$ cat src/rtl/mips_mem_pkg.sv
// Shared definitions for the MIPS memory-access stage: request size codes,
// bit positions inside the align_load / align_store one-hots, and the
// MA-stage FSM state type.
package mips_mem_pkg;

  localparam logic [1:0] SIZE_BYTE = 2'd0;
  localparam logic [1:0] SIZE_HALF = 2'd1;
  localparam logic [1:0] SIZE_WORD = 2'd2;

  // align_load one-hot: {lw, lb, lbu, lh, lhu, lwl, lwr}
  localparam int LD_LW  = 6;
  localparam int LD_LB  = 5;
  localparam int LD_LBU = 4;
  localparam int LD_LH  = 3;
  localparam int LD_LHU = 2;
  localparam int LD_LWL = 1;
  localparam int LD_LWR = 0;

  // align_store one-hot: {sw, sb, sh, swl, swr}
  localparam int SD_SW  = 4;
  localparam int SD_SB  = 3;
  localparam int SD_SH  = 2;
  localparam int SD_SWL = 1;
  localparam int SD_SWR = 0;

  typedef enum logic [1:0] {
    S_IDLE = 2'd0,
    S_REQ  = 2'd1,
    S_SENT = 2'd2
  } ma_state_t;

endpackage

$ cat src/rtl/mem_req_if.sv
// Address-phase request bus between the MA stage and the memory interlayer.
interface mem_req_if;
  logic        req;
  logic        wr;
  logic [1:0]  size;
  logic [31:0] addr;
  logic [3:0]  wstrb;
  logic [31:0] wdata;
  logic        addr_ok;

  modport master (output req, wr, size, addr, wstrb, wdata, input addr_ok);
  modport slave  (input req, wr, size, addr, wstrb, wdata, output addr_ok);
endinterface

$ cat src/rtl/store_lane_gen.sv
// Store lane generator: maps a store kind, the low address bits and the
// source register onto byte strobes, lane-shifted write data and the
// request size. Purely combinational so the uncached path can reuse it.
module store_lane_gen
  import mips_mem_pkg::*;
(
  input  logic [4:0]  align_store,
  input  logic [1:0]  a,
  input  logic [31:0] b,
  output logic [3:0]  wstrb,
  output logic [31:0] wdata,
  output logic [1:0]  size
);

  // Decode store kind into strobes/data; swl/swr fill the low/high lanes.
  always_comb begin
    wstrb = 4'b0000;
    wdata = 32'h0;
    size  = SIZE_WORD;
    if (align_store[SD_SW]) begin
      wstrb = 4'b1111;
      wdata = b;
    end else if (align_store[SD_SH]) begin
      size  = SIZE_HALF;
      wstrb = a[1] ? 4'b1100 : 4'b0011;
      wdata = {b[15:0], b[15:0]};
    end else if (align_store[SD_SB]) begin
      size  = SIZE_BYTE;
      wstrb = 4'b0001 << a;
      wdata = {4{b[7:0]}};
    end else if (align_store[SD_SWL]) begin
      case (a)
        2'd0:    begin wstrb = 4'b0001; wdata = {24'h0, b[31:24]}; end
        2'd1:    begin wstrb = 4'b0011; wdata = {16'h0, b[31:16]}; end
        2'd2:    begin wstrb = 4'b0111; wdata = {8'h0, b[31:8]};   end
        default: begin wstrb = 4'b1111; wdata = b;                 end
      endcase
    end else if (align_store[SD_SWR]) begin
      case (a)
        2'd0:    begin wstrb = 4'b1111; wdata = b;                 end
        2'd1:    begin wstrb = 4'b1110; wdata = {b[23:0], 8'h0};   end
        2'd2:    begin wstrb = 4'b1100; wdata = {b[15:0], 16'h0};  end
        default: begin wstrb = 4'b1000; wdata = {b[7:0], 24'h0};   end
      endcase
    end
  end

endmodule

$ cat src/rtl/mem_req.sv
// MA-stage request generator: captures one instruction from EX, issues a
// single address-phase request for loads/stores, holds it until addr_ok,
// then hands the instruction to WB.
// Optional feature macro: MEM_REQ_ADDR_CHECK_EN (misaligned lw/lh/lhu/sw/sh
// issue no request and raise adel/ades instead).
module mem_req
  import mips_mem_pkg::*;
(
  input  logic        clk,
  input  logic        rst_p,
  input  logic        EX_ready,
  output logic        MA_enable,
  input  logic [31:0] alu_res_in,
  input  logic [31:0] rf_B_in,
  input  logic        mem_read_in,
  input  logic        mem_write_in,
  input  logic [6:0]  align_load_in,
  input  logic [4:0]  align_store_in,
  input  logic [31:0] EX_PC,
  input  logic        WB_enable,
  output logic        MA_ready,
  output logic [31:0] MA_PC,
  mem_req_if.master   bus,
  output logic        adel,
  output logic        ades
);

  ma_state_t   state, state_nxt;
  logic        valid;
  logic        comming, leaving;
  logic        ld_mis_in, st_mis_in;
  logic        mem_op_in;

  logic [31:0] alu_res_p0;
  logic [31:0] rf_b_p0;
  logic        mem_read_p0;
  logic        mem_write_p0;
  logic [6:0]  align_load_p0;
  logic [4:0]  align_store_p0;

  logic [3:0]  st_wstrb;
  logic [31:0] st_wdata;
  logic [1:0]  st_size;
  logic [1:0]  ld_size;
  logic        word_align;

`ifdef MEM_REQ_ADDR_CHECK_EN
  logic adel_p0, ades_p0;

  assign ld_mis_in = mem_read_in &&
                     ((align_load_in[LD_LW] && (alu_res_in[1:0] != 2'd0)) ||
                      ((align_load_in[LD_LH] || align_load_in[LD_LHU]) && alu_res_in[0]));
  assign st_mis_in = mem_write_in &&
                     ((align_store_in[SD_SW] && (alu_res_in[1:0] != 2'd0)) ||
                      (align_store_in[SD_SH] && alu_res_in[0]));

  // Address-error flags travel with the instruction; outputs gated by valid.
  always_ff @(posedge clk) begin
    if (comming) begin
      adel_p0 <= ld_mis_in;
      ades_p0 <= st_mis_in;
    end
  end

  assign adel = valid && adel_p0;
  assign ades = valid && ades_p0;
`else
  assign ld_mis_in = 1'b0;
  assign st_mis_in = 1'b0;
  assign adel      = 1'b0;
  assign ades      = 1'b0;
`endif

  assign mem_op_in = (mem_read_in || mem_write_in) && !ld_mis_in && !st_mis_in;

  // Next state, handshake and request strobe.
  always_comb begin
    state_nxt = state;
    bus.req   = (state == S_REQ);
    MA_ready  = valid && ((state == S_SENT) || ((state == S_REQ) && bus.addr_ok));
    leaving   = MA_ready && WB_enable;
    MA_enable = !valid || leaving;
    comming   = MA_enable && EX_ready;
    if (comming) begin
      state_nxt = mem_op_in ? S_REQ : S_SENT;
    end else begin
      case (state)
        S_REQ:   if (bus.addr_ok) state_nxt = S_SENT;
        S_SENT:  if (leaving)     state_nxt = S_IDLE;
        default: state_nxt = S_IDLE;
      endcase
    end
  end

  // Control state: FSM and valid bit.
  always_ff @(posedge clk) begin
    if (rst_p) begin
      state <= S_IDLE;
      valid <= 1'b0;
    end else begin
      state <= state_nxt;
      if (comming)      valid <= 1'b1;
      else if (leaving) valid <= 1'b0;
    end
  end

  // ---- stage p0: instruction fields captured on comming ----
  always_ff @(posedge clk) begin
    if (comming) begin
      alu_res_p0     <= alu_res_in;
      rf_b_p0        <= rf_B_in;
      mem_read_p0    <= mem_read_in;
      mem_write_p0   <= mem_write_in;
      align_load_p0  <= align_load_in;
      align_store_p0 <= align_store_in;
      MA_PC          <= EX_PC;
    end
  end

  store_lane_gen u_lane (
    .align_store (align_store_p0),
    .a           (alu_res_p0[1:0]),
    .b           (rf_b_p0),
    .wstrb       (st_wstrb),
    .wdata       (st_wdata),
    .size        (st_size)
  );

  // Load request size from the load kind.
  always_comb begin
    ld_size = SIZE_WORD;
    if (align_load_p0[LD_LW] || align_load_p0[LD_LWL] || align_load_p0[LD_LWR])
      ld_size = SIZE_WORD;
    else if (align_load_p0[LD_LH] || align_load_p0[LD_LHU])
      ld_size = SIZE_HALF;
    else if (align_load_p0[LD_LB] || align_load_p0[LD_LBU])
      ld_size = SIZE_BYTE;
  end

  // Unaligned-word ops address the containing word; lanes pick the bytes.
  assign word_align = (mem_read_p0  && (align_load_p0[LD_LWL]  || align_load_p0[LD_LWR])) ||
                      (mem_write_p0 && (align_store_p0[SD_SWL] || align_store_p0[SD_SWR]));

  assign bus.wr    = mem_write_p0;
  assign bus.size  = mem_write_p0 ? st_size : ld_size;
  assign bus.addr  = word_align ? {alu_res_p0[31:2], 2'b00} : alu_res_p0;
  assign bus.wstrb = mem_write_p0 ? st_wstrb : 4'b0000;
  assign bus.wdata = st_wdata;

endmodule
$ cat src/flat_wrapper.sv
// flat-port wrapper written by rule: the top's interface ports become plain ports
module mem_req_flat import mips_mem_pkg::*;
  (clk, rst_p, EX_ready, MA_enable, alu_res_in, rf_B_in, mem_read_in, mem_write_in, align_load_in, align_store_in, EX_PC, WB_enable, MA_ready, MA_PC, adel, ades, bus_req, bus_wr, bus_size, bus_addr, bus_wstrb, bus_wdata, bus_addr_ok);
  mem_req_if bus_i ();
  input  logic clk;
  input  logic rst_p;
  input  logic EX_ready;
  output logic MA_enable;
  input  logic [31:0] alu_res_in;
  input  logic [31:0] rf_B_in;
  input  logic mem_read_in;
  input  logic mem_write_in;
  input  logic [6:0] align_load_in;
  input  logic [4:0] align_store_in;
  input  logic [31:0] EX_PC;
  input  logic WB_enable;
  output logic MA_ready;
  output logic [31:0] MA_PC;
  output logic adel;
  output logic ades;
  output wire logic [$bits(bus_i.req)-1:0] bus_req;
  output wire logic [$bits(bus_i.wr)-1:0] bus_wr;
  output wire logic [$bits(bus_i.size)-1:0] bus_size;
  output wire logic [$bits(bus_i.addr)-1:0] bus_addr;
  output wire logic [$bits(bus_i.wstrb)-1:0] bus_wstrb;
  output wire logic [$bits(bus_i.wdata)-1:0] bus_wdata;
  input wire logic [$bits(bus_i.addr_ok)-1:0] bus_addr_ok;
  assign bus_req = bus_i.req;
  assign bus_wr = bus_i.wr;
  assign bus_size = bus_i.size;
  assign bus_addr = bus_i.addr;
  assign bus_wstrb = bus_i.wstrb;
  assign bus_wdata = bus_i.wdata;
  assign bus_i.addr_ok = bus_addr_ok;
  mem_req u_core (.clk(clk), .rst_p(rst_p), .EX_ready(EX_ready), .MA_enable(MA_enable), .alu_res_in(alu_res_in), .rf_B_in(rf_B_in), .mem_read_in(mem_read_in), .mem_write_in(mem_write_in), .align_load_in(align_load_in), .align_store_in(align_store_in), .EX_PC(EX_PC), .WB_enable(WB_enable), .MA_ready(MA_ready), .MA_PC(MA_PC), .bus(bus_i), .adel(adel), .ades(ades));
endmodule
$ cat config.mk
export PLATFORM = sky130hd
export DESIGN_NAME = mem_req_flat
export DESIGN_NICKNAME = d
export VERILOG_FILES = /design/src/rtl/mips_mem_pkg.sv /design/src/rtl/mem_req_if.sv /design/src/rtl/store_lane_gen.sv /design/src/rtl/mem_req.sv /design/src/flat_wrapper.sv
export SDC_FILE = /design/constraint.sdc
export NUM_CORES = 1
export LEC_CHECK = 0
export CAP_MARGIN = 20
export CORE_MARGIN = 1.5
export CORE_UTILIZATION = 46
export DETAILED_ROUTE_END_ITERATION = 10
export HOLD_SLACK_MARGIN = 0.12
export PLACE_DENSITY = 0.86
export REMOVE_ABC_BUFFERS = 1
export SLEW_MARGIN = 30
export SYNTH_ARGS = -nofsm -noshare
export SYNTH_HDL_FRONTEND = slang
export SYNTH_SLANG_ARGS = --single-unit
$ cat constraint.sdc
create_clock -name clk -period 7.5 [get_ports clk]
set_clock_uncertainty 0.1 [all_clocks]
set_input_delay 1.5 -clock clk [delete_from_list [all_inputs] [get_ports clk]]
set_output_delay 1.5 -clock clk [all_outputs]
set_load 0.02 [all_outputs]
* Word level (Yosys, flattened, before mapping) *
Cells that the tools add are included.

operators by class
  eq/ne operators = 6
  mux-type cells = 31
  reductions and logical operators = 20
  shift-type cells = 1

operators with widths
  kind                                                    count
  one-hot mux 32 bit (3 select lines)                     2
  2-to-1 mux 32 bit                                       5
  2-to-1 mux 4 bit                                        7
  2-to-1 mux 2 bit                                        12
  one-hot mux 4 bit (3 select lines)                      1
  logical OR 1 bit                                        10
  one-hot mux 3 bit (3 select lines)                      1
  logical AND 1 bit                                       6
  inequality test 3 x 1 -> 1 bit (second input constant)  2
  equality test 2 x 1 -> 1 bit (second input constant)    2
  equality test 2 bit (second input constant)             2
  one-hot mux 2 bit (2 select lines)                      1
  left shift 1 x 2 -> 4 bit (first input constant)        1
  zero test 2 bit                                         1
  2-to-1 mux 1 bit                                        2
  AND reduction 2 bit                                     1
  nonzero test 2 bit                                      1
  zero test 1 bit                                         1

storage, ports and cells
  input port bits = 115
  bits in registers = 113
  output and inout port bits = 108
  word-level logic and storage cells = 67

* Longest topological paths before layout *
Gate-level depths: netlist (run 1).

  depth after elaboration = 9
  mapped depth = 7
  gate-level depth less buffers = 4

* By module *
Synthesis (run 1) repeated with hierarchy kept, for this count alone.

unflattened totals
  cell total of the unflattened synthesis = 453
  area total of the unflattened synthesis = 5684.2 µm²

modules (own cells, without submodules)
  module          cells each  times used  seq. area each (µm²)  area an instance (µm²)
  mem_req         189         1           3363.2                3898.7
  store_lane_gen  264         1           0.0                   1785.5

* Worst setup path before layout (run 1) *
OpenSTA, ideal clock, no wires.

  path kind = input port to flip-flop
  start point = in bus_addr_ok
  end point = reg u_core.MA_PC[0] (enable)
  setup time = 0.481 ns
  cell stages on the path = 4
  data arrival time = 4.655 ns
  path buffers = 0
  data required time = 6.919 ns
  setup slack = 2.264 ns
  cell sequence = nand3b_1 a21boi_0 nand2b_1 and2_1

between the ends
  cells in the longest elaborated chain, start to end = 6

ends and longest elaborated chain
  element                 RTL line            source
  start: declaration      flat_wrapper.sv:27  input wire logic [$bits(bus_i.addr_ok)-1:0] bus_addr_ok;
  logical AND 1 bit       mem_req.sv:80       MA_ready = valid && ((state == S_SENT) || ((state == S_REQ) && bus.addr_ok));
  logical OR 1 bit        mem_req.sv:80
  logical AND 1 bit       mem_req.sv:80
  logical AND 1 bit       mem_req.sv:81       leaving = MA_ready && WB_enable;
  logical OR 1 bit        mem_req.sv:82       MA_enable = !valid || leaving;
  net MA_enable           flat_wrapper.sv:8   output logic MA_enable;
  logical AND 1 bit       mem_req.sv:83       comming = MA_enable && EX_ready;
  net u_core.comming      mem_req.sv:30       logic comming, leaving;
  end signal: assignment  mem_req.sv:116      MA_PC <= EX_PC;
  end: declaration        mem_req.sv:22       output logic [31:0] MA_PC,

The timed path passes the listed nets, and every way through them passes these cells.
A chain may end at the register's enable or synchronous reset.

* Worst setup path after layout (run 1) *
  start point = reg u_core.align_store_p0[1]
  end point = out bus_wdata[19]

between the ends
  cells in the longest elaborated chain, start to end = 4

ends and longest elaborated chain
  element                   RTL line              source
  start: declaration        mem_req.sv:39         logic [4:0] align_store_p0;
  start signal: assignment  mem_req.sv:115        align_store_p0 <= align_store_in;
  2-to-1 mux 32 bit         store_lane_gen.sv:31  end else if (align_store[SD_SWL]) begin
  2-to-1 mux 32 bit         store_lane_gen.sv:27  end else if (align_store[SD_SB]) begin
  2-to-1 mux 32 bit         store_lane_gen.sv:23  end else if (align_store[SD_SH]) begin
  2-to-1 mux 32 bit         store_lane_gen.sv:20  if (align_store[SD_SW]) begin
  end: declaration          flat_wrapper.sv:26    output wire logic [$bits(bus_i.wdata)-1:0] bus_wdata;

No other way between the ends.

==> results of run 1 <==
[placed cells by master (no fill, tap or decap), types with 8 or more instances in the layout]
cell type | netlist | layout
clkdlybuf4s50_1 | 0 | 220
nor2_1 | 15 | 15
inv_1 | 8 | 8
edfxtp_1 | 110 | 110
a21oi_1 | 19 | 19
nand2_1 | 11 | 11
o21ai_0 | 21 | 21
clkbuf_16 | 0 | 17
a22o_1 | 15 | 15
a22oi_1 | 18 | 18
[power by group through the flow]
stage	registers (mW)	clock network, mW	logic (mW)
floorplan	0.813	0	0.109
global placement	0.781	0	0.309
detailed placement	0.785	0	0.315
CTS	0.774	0.794	0.319
global route	0.778	0.818	0.335
finish	0.774	0.787	0.318
[cell usage after synthesis, types with 6 or more instances]
library cell  number
a22o_1            15
clkbuf_1           6
inv_1              8
a221oi_1           6
nand2_1           11
a21oi_1           19
a22oi_1           18
o21ai_0           21
buf_2             11
nand3_1            7
edfxtp_1         110
nor2b_1            7
buf_4             35
nor2_1            15
[registers in the layout (all words and copies together), names as in the netlist]
register,count
u_core.MA_PC,32
u_core.alu_res_p0,32
u_core.rf_b_p0,32
u_core.align_load_p0,7
u_core.align_store_p0,5
u_core.state,2
u_core.bus.wr,1
u_core.mem_read_p0,1
u_core.valid,1
[through the flow]
| step | total power, mW | instances | hold WS, ns |
|---|---|---|---|
| finish | 1.88 | 725 | 0.517 |
| global route | 1.93 | 725 | 0.526 |
| CTS | 1.89 | 725 | 0.509 |
| detailed placement | 1.10 | 694 | 0.469 |
| global placement | 1.09 | 694 | 0.453 |
| floorplan | 0.922 | 330 | 0.470 |
[worst min path at each step]
stage | startpoint | endpoint | slack [ns] | cells after the start
floorplan | u_core.valid | u_core.state[1] | 0.47 | 2
global placement | u_core.valid | u_core.valid | 0.45 | 2
detailed placement | u_core.valid | u_core.valid | 0.47 | 2
CTS | u_core.valid | u_core.valid | 0.51 | 2
global route | u_core.valid | u_core.valid | 0.53 | 2
finish | u_core.valid | u_core.valid | 0.52 | 2
[worst min-delay path, stage by stage (launching register included)]
cell	delay, ns
dfxtp_1	0.34
nand2b_1	0.14
a21oi_1	0.08
[cells by family (layout without fill, tap and decap cells)]
family / Yosys count / after routing
mux: 16 / 16
compound gates: 121 / 121
flops: 113 / 113
other cells: 1 / 2
buf+inv: 63 / 263
simple gates: 70 / 70
[per-layer routing]
layer | GRT usage [%] | routed length, µm | up-vias
li1 | - | - | 1866
met4 | 12.3 | 570 | 0
met5 | 0 | 0 | -
met2 | 48.6 | 8570 | 304
met1 | 31.2 | 5630 | 2021
met3 | 10.8 | 1830 | 45
[area by class of cell]
class,instances,area [µm²]
Sequential cell,113,3360
Clock buffer,18,429
Inverter,8,30.0
Timing Repair Buffer,224,2230
Clock inverter,13,144
Fill cell,732,3140
Tap cell,140,175
Multi-Input combinational cell,209,1520
==> flow_summary.json, run 1 <==
{
  "synthDominantCellAreaShare_pct": 62.5,
  "synth-compound-area-share_pct": 16.2,
  "synthCells": 384,
  "path_max_fanout": 24,
  "synth.area.top_cells": "edfxtp_1, buf_4, a22oi_1, a22o_1, mux4_1",
  "maxSlewHeadroom_pct": 37.7,
  "die_x_um": 110,
  "swShare_pct": 24.5,
  "ant_nets": 0,
  "tightest_slew_ns": 0.932,
  "finalWorstSetupSlack_ns": 2.45,
  "final_hold_viol_count": 0,
  "critPathSlowestCell": "nor2b_1",
  "final_core_util_pct": 71.6,
  "synth-warning-count": 0,
  "seq_area_frac_synth_pct": 63.7,
  "yosys.area_share.simple_pct": 7.34,
  "p_per_area_mw_per_mm2": 238,
  "worstPathArrival_ns": 3.45,
  "cts_inserted_buffers": 17,
  "synth_top_family_by_area": "compound AO/OA/AOI/OAI gates",
  "grt_max_degree": 59,
  "max_freq_ghz": 0.198,
  "routed_wl_um": 16600,
  "finalCritPeriodShare_pct": 67.3,
  "io_pins": 223,
  "ys.flop_type": "edfxtp_1",
  "status": "finished clean",
  "pre_cts_slack_ns": 2.75,
  "critPathLaunchType": "register",
  "final_area_mm2": 0.00789,
  "drive_above_1_share_pct": 7.69,
  "power.internal_mw": 1.42,
  "cp-endpoint": "bus_wdata[19]",
  "viasPerCell": 5.84,
  "p_clk_share_pct": 41.9,
  "r2r-end": "u_core.rf_b_p0[7]",
  "dieHeight_um": 110,
  "fp.coreArea_mm2": 0.0110,
  "pwr-share-comb_pct": 16.9,
  "max_stage_delay_ns": 0.85,
  "vdd_drop_max_uv": 207,
  "drc_errors": 0,
  "antenna_found_initial": 0,
  "path_clk_slew_ns": 0.05,
  "synth.area.mux_share_pct": 5.09,
  "track_usage_pct": 28.2,
  "synth.ff_latch_count": 113,
  "finalSetupTns_ns": 0,
  "grt_pass1_wl_um": 24400,
  "setup_viol": 0,
  "ctsHoldBuffers": 0,
  "cts_tree": "yes",
  "cap_viol_max_count": 0,
  "power.net_switching_uw": 461,
  "diodes": 0,
  "area_growth_pct": 49.5,
  "path_class": "register to output port",
  "path_delay_family": "compound AO/OA/AOI/OAI gates",
  "cts.sinks": 113,
  "async_reset_ff_share_pct": 0,
  "cts.path.max_buffers": 2,
  "cts-root-buf": "clkbuf_16",
  "yosys.area_share.xor_xnor_pct": 0,
  "synthesis.area_mm2": 0.00528,
  "yosys.area.top_type": "edfxtp_1",
  "cts_setup_buffers": 0,
  "detail_route.iter0.violations": 333,
  "required_ns": 5.90,
  "cp-end-kind": "output port",
  "synthDistinctLibCells": 56,
  "crit_start": "u_core.align_store_p0[1]",
  "grt_pass1_vias": 4433,
  "period_needed_ns": 5.05,
  "yosys.area_share.adder_pct": 0,
  "port_buffers": 220,
  "final_max_slew_viol_count": 0,
  "hold_class": "register to register",
  "die_area_mm2": 0.0121,
  "num_vias": 4236,
  "grt-ovfl-total": 0,
  "final_nets": 688,
  "synth_edf_count": 110,
  "place_area_mm2": 0.00732,
  "placementRows": 38,
  "crit_buf_inv": 1,
  "reg2reg_slack_ns": 4.64,
  "cts_max_level": 4,
  "gp_congestion": 0.908,
  "rsz0062_at_grt": "no",
  "rr_worst_depth": 5,
  "insertion_delay_ns": 0.41,
  "worstPathCellList": "nor2b_1, a21oi_1, o21bai_1, a221o_1, clkdlybuf4s50_1",
  "drt-pass1-iter-count": 6,
  "cts.repair.resized": 0,
  "reg2reg_from": "u_core.state[1]",
  "seq_power_share_pct": 41.2,
  "start_util_pct": 47.9,
  "leakage_nw": 2.81,
  "avgSynthCellArea_um2": 13.8,
  "dpl.hpwl_um": 11700,
  "crit_cells": 5,
  "post_drt_wl_per_cell_um": 22.9
}
No activity file was read; power rests on OpenSTA's default activity.
==> run 2, diff against run 1 <==
Settings changed: CORE_UTILIZATION 46 to 43, PLACE_DENSITY 0.86 to 0.81.
Clock period 7.5 ns to 4.65 ns, I/O delays scaled along.
==> flow_summary.json, run 2 (synthesis results as in run 1) <==
{
  "cts.path.max_buffers": 2,
  "drt-pass1-iter-count": 5,
  "cts_max_level": 4,
  "tightest_slew_ns": 0.866,
  "dieHeight_um": 114,
  "cts.repair.resized": 0,
  "critPathSlowestCell": "edfxtp_1",
  "vdd_drop_max_uv": 334,
  "grt-ovfl-total": 0,
  "io_pins": 223,
  "cts-root-buf": "clkbuf_16",
  "post_drt_wl_per_cell_um": 22.1,
  "hold_class": "register to register",
  "cap_viol_max_count": 0,
  "placementRows": 40,
  "p_per_area_mw_per_mm2": 389,
  "path_max_fanout": 23,
  "path_clk_slew_ns": 0.06,
  "reg2reg_from": "u_core.state[1]",
  "whs_ns": 0.499,
  "finalSetupTns_ns": 0,
  "routed_wl_um": 16200,
  "num_vias": 4214,
  "final_max_slew_viol_count": 0,
  "final_area_mm2": 0.00797,
  "final_nets": 691,
  "status": "finished clean",
  "dpl.hpwl_um": 11400,
  "viasPerCell": 5.73,
  "leakage_nw": 2.83,
  "cts_tree": "yes",
  "cts_setup_buffers": 0,
  "rr_worst_depth": 5,
  "grt_pass1_vias": 4370,
  "rsz0062_at_grt": "no",
  "antenna_found_initial": 0,
  "final_cell_mix": "clkdlybuf4s50_1, edfxtp_1, o21ai_0",
  "final_core_util_pct": 66.4,
  "critPathLaunchType": "register",
  "drc_errors": 0,
  "drive_above_1_share_pct": 8.83,
  "cp-end-kind": "output port",
  "path_class": "register to output port",
  "reg2reg_slack_ns": 2.18,
  "die_area_mm2": 0.0130,
  "setup_viol": 0,
  "place_area_mm2": 0.00736,
  "detail_route.iter0.violations": 274,
  "grt_pass1_wl_um": 24300,
  "worstPathArrival_ns": 3.09,
  "pre_cts_slack_ns": 1.03,
  "cp-endpoint": "bus_wdata[26]",
  "worstPathCellList": "buf_4, mux4_1, a22oi_1, o21ai_0, clkdlybuf4s50_1",
  "hp-start": "u_core.valid",
  "cts.sinks": 113,
  "ant_nets": 0,
  "crit_start": "u_core.alu_res_p0[0]",
  "largestRegisters": "u_core.MA_PC: 32 flops, u_core.alu_res_p0: 32 flops, u_core.rf_b_p0: 32 flops",
  "ctsHoldBuffers": 0,
  "period_needed_ns": 4.12,
  "maxSlewHeadroom_pct": 42.2,
  "r2r-end": "u_core.align_store_p0[0]",
  "track_usage_pct": 25.6,
  "port_buffers": 220,
  "gp_congestion": 0.907,
  "fp.coreArea_mm2": 0.0120,
  "start_util_pct": 44.0,
  "finalWorstSetupSlack_ns": 0.532,
  "cts_inserted_buffers": 17,
  "diodes": 0,
  "max_stage_delay_ns": 0.85,
  "mostFrequentLayoutCell": "clkdlybuf4s50_1",
  "finalCritPeriodShare_pct": 88.6,
  "max_freq_ghz": 0.243,
  "required_ns": 3.62,
  "die_x_um": 114,
  "insertion_delay_ns": 0.41,
  "grt_max_degree": 59,
  "area_growth_pct": 51.0,
  "final_hold_viol_count": 0
}
-- run 2: layout make-up --
class / instances / area (µm²)
Clock buffer: 17 / 425
Clock inverter: 15 / 184
Fill cell: 833 / 4040
Inverter: 8 / 30.0
Multi-Input combinational cell: 209 / 1520
Sequential cell: 113 / 3360
Tap cell: 147 / 184
Timing Repair Buffer: 227 / 2270
-- run 2: stage by stage --
| stage | instances | total power [mW] |
|---|---|---|
| global route | 736 | 3.19 |
| finish | 736 | 3.10 |
| global placement | 704 | 1.77 |
| floorplan | 330 | 1.49 |
| CTS | 736 | 3.12 |
| detailed placement | 704 | 1.78 |
-- run 2: worst min-delay path by stage --
stage / slack, ns / to / cells after the start
2_1_floorplan: 0.47 / u_core.state[1] / 2
3_3_place_gp: 0.46 / u_core.valid / 2
3_5_place_dp: 0.47 / u_core.valid / 2
4_1_cts: 0.50 / u_core.valid / 2
5_1_grt: 0.53 / u_core.valid / 2
6_report: 0.50 / u_core.valid / 2
-- run 2: where the power goes --
group          total (mW)  internal (mW)  switching, mW  leakage, nW
Combinational       0.512          0.265          0.247         1.47
Sequential           1.25           1.20         0.0523         1.08
Clock                1.34          0.847          0.493        0.285
-- run 2: layer usage --
| metal | share of wire, % | GRT usage, % |
|---|---|---|
| met1 | 34 | 27.7 |
| met2 | 53 | 44.8 |
| met3 | 10 | 9.94 |
| met4 | 2.1 | 11.0 |
| met5 | 0 | 0 |
-- run 2: critical path: cells and delay by family, from the launching register on --
family	cells	cell delay, ns
buf+inv	2	0.90
flops	1	0.85
mux	1	0.60
compound gates	2	0.32
==> run 3, diff against run 2 <==
Settings changed: ABC_AREA set to 1, CORE_UTILIZATION 43 to 44.
==> flow_summary.json, run 3 <==
{
  "grt_pass1_vias": 4897,
  "detail_route.iter0.violations": 424,
  "required_ns": 3.62,
  "final_nets": 828,
  "cts.repair.resized": 0,
  "start_util_pct": 45.6,
  "maxSlewHeadroom_pct": 51.9,
  "cts_max_level": 4,
  "finalSetupTns_ns": 0,
  "mostFrequentLayoutCell": "clkdlybuf4s50_1",
  "synth-warning-count": 0,
  "area_growth_pct": 49.1,
  "critPathLaunchType": "register",
  "cts_inserted_buffers": 17,
  "cap_viol_max_count": 0,
  "track_usage_pct": 28.2,
  "reg2reg_slack_ns": 2.31,
  "path_class": "register to output port",
  "grt_max_degree": 56,
  "max_freq_ghz": 0.246,
  "async_reset_ff_share_pct": 0,
  "drc_errors": 0,
  "final_cell_mix": "clkdlybuf4s50_1, edfxtp_1, nand2_1",
  "setup_viol": 0,
  "synthDominantCellAreaShare_pct": 59.8,
  "power.total_mw": 3.19,
  "synth.ff_latch_count": 113,
  "rsz0062_at_grt": "no",
  "synth.area.mux_share_pct": 0,
  "hold_class": "register to register",
  "num_vias": 4852,
  "cts.path.max_buffers": 2,
  "cts_tree": "yes",
  "worstPathArrival_ns": 3.04,
  "cts-root-buf": "clkbuf_16",
  "insertion_delay_ns": 0.41,
  "hold_end": "u_core.valid",
  "rr_worst_depth": 8,
  "placementRows": 40,
  "synth_edf_count": 110,
  "status": "finished clean",
  "post_drt_wl_per_cell_um": 20.6,
  "reg2reg_from": "u_core.state[1]",
  "die_area_mm2": 0.0132,
  "antenna_found_initial": 1,
  "synth.area.top_cells": "edfxtp_1, nand2_1, buf_4, o21ai_0, a21oi_1",
  "cts_setup_buffers": 0,
  "pre_cts_slack_ns": 1.01,
  "avgSynthCellArea_um2": 10.7,
  "p_per_area_mw_per_mm2": 387,
  "finalWorstSetupSlack_ns": 0.579,
  "cp-end-kind": "output port",
  "synth_top_family_by_area": "simple AND/OR/NAND/NOR gates",
  "vdd_drop_max_uv": 434,
  "period_needed_ns": 4.07,
  "whs_ns": 0.522,
  "path_clk_slew_ns": 0.06,
  "path_max_fanout": 11,
  "r2r-end": "u_core.alu_res_p0[28]",
  "synthesis.area_mm2": 0.00553,
  "whs_path_depth": 2,
  "final_core_util_pct": 68.0,
  "synth-compound-area-share_pct": 14.4,
  "grt_pass1_wl_um": 27300,
  "drt-pass1-iter-count": 7,
  "yosys.area_share.adder_pct": 0,
  "finalCritPeriodShare_pct": 87.5,
  "final_max_slew_viol_count": 0,
  "routed_wl_um": 18400,
  "dpl.hpwl_um": 13300,
  "hp-start": "u_core.valid",
  "synth_common_cells": "edfxtp_1, nand2_1, o21ai_0, inv_1, a21oi_1",
  "seq_area_frac_synth_pct": 60.9,
  "ant_nets": 0,
  "dieHeight_um": 115,
  "final_hold_viol_count": 0,
  "yosys.area_share.simple_pct": 14.6,
  "viasPerCell": 5.42,
  "largestRegisters": "u_core.MA_PC: 32 flops, u_core.alu_res_p0: 32 flops, u_core.rf_b_p0: 32 flops",
  "yosys.area.top_type": "edfxtp_1",
  "cts.sinks": 113,
  "grt-ovfl-total": 0,
  "ctsHoldBuffers": 0,
  "die_x_um": 115,
  "io_pins": 223,
  "ys.flop_type": "edfxtp_1",
  "yosys.area_share.xor_xnor_pct": 0,
  "fp.coreArea_mm2": 0.0121,
  "drive_above_1_share_pct": 9.37,
  "synthCells": 515,
  "leakage_nw": 3.07,
  "synthDistinctLibCells": 41,
  "tightest_slew_ns": 0.722,
  "yosysMostFrequentCell": "edfxtp_1",
  "port_buffers": 220,
  "gp_congestion": 0.999
}
==> run 3: metal layers <==
metal / share of wire [%] / track usage [%]
met1: 36 / 31.7
met2: 50 / 48.0
met3: 11 / 10.4
met4: 3.3 / 13.1
met5: 0 / 0
==> run 3: logic make-up after synthesis <==
kind of cell,Yosys count
buf+inv,96
flops,113
other cells,1
simple gates,169
compound gates,136
==> run 3: critical path, stage by stage (launching register included) <==
cell             delay (ns)
edfxtp_1               0.62
inv_2                  0.26
nand2_2                0.23
nor2_4                 0.26
inv_1                  0.13
o22ai_1                0.12
nand2_1                0.06
o21ai_1                0.08
nand2_1                0.05
o21ai_0                0.13
clkdlybuf4s50_1        0.66
==> run 3: area by class of cell <==
| class | count | area, µm² |
|---|---|---|
| Fill cell | 893 | 3870 |
| Sequential cell | 113 | 3360 |
| Timing Repair Buffer | 225 | 2240 |
| Multi-Input combinational cell | 307 | 1610 |
| Clock buffer | 19 | 433 |
| Tap cell | 168 | 210 |
| Inverter | 49 | 195 |
| Clock inverter | 13 | 184 |
| Antenna cell | 1 | 2.50 |
==> run 3: worst max path at each step <==
stage                    startpoint               to  slack (ns)  cells after the start
2_1_floorplan           bus_addr_ok  u_core.MA_PC[0]        0.46                      6
3_3_place_gp   u_core.alu_res_p0[1]    bus_wdata[19]        1.05                     10
3_5_place_dp   u_core.alu_res_p0[1]    bus_wdata[19]        1.01                     10
4_1_cts        u_core.alu_res_p0[1]    bus_wdata[19]        0.56                     10
5_1_grt        u_core.alu_res_p0[1]    bus_wdata[19]        0.39                     10
6_report       u_core.alu_res_p0[1]    bus_wdata[19]        0.58                     10
==> run 3: where the power goes <==
part | switching (mW) | total [mW] | internal, mW
Sequential | 0.0466 | 1.25 | 1.20
Combinational | 0.312 | 0.573 | 0.261
Clock | 0.468 | 1.37 | 0.897
Total | 0.827 | 3.19 | 2.36
==> run 3: metrics by stage <==
stage	instance area (µm²)	std cells
4_1_cts	8240	894
6_report	8240	895
2_1_floorplan	5170	469
3_5_place_dp	7620	862
3_3_place_gp	7620	862
5_1_grt	8240	895
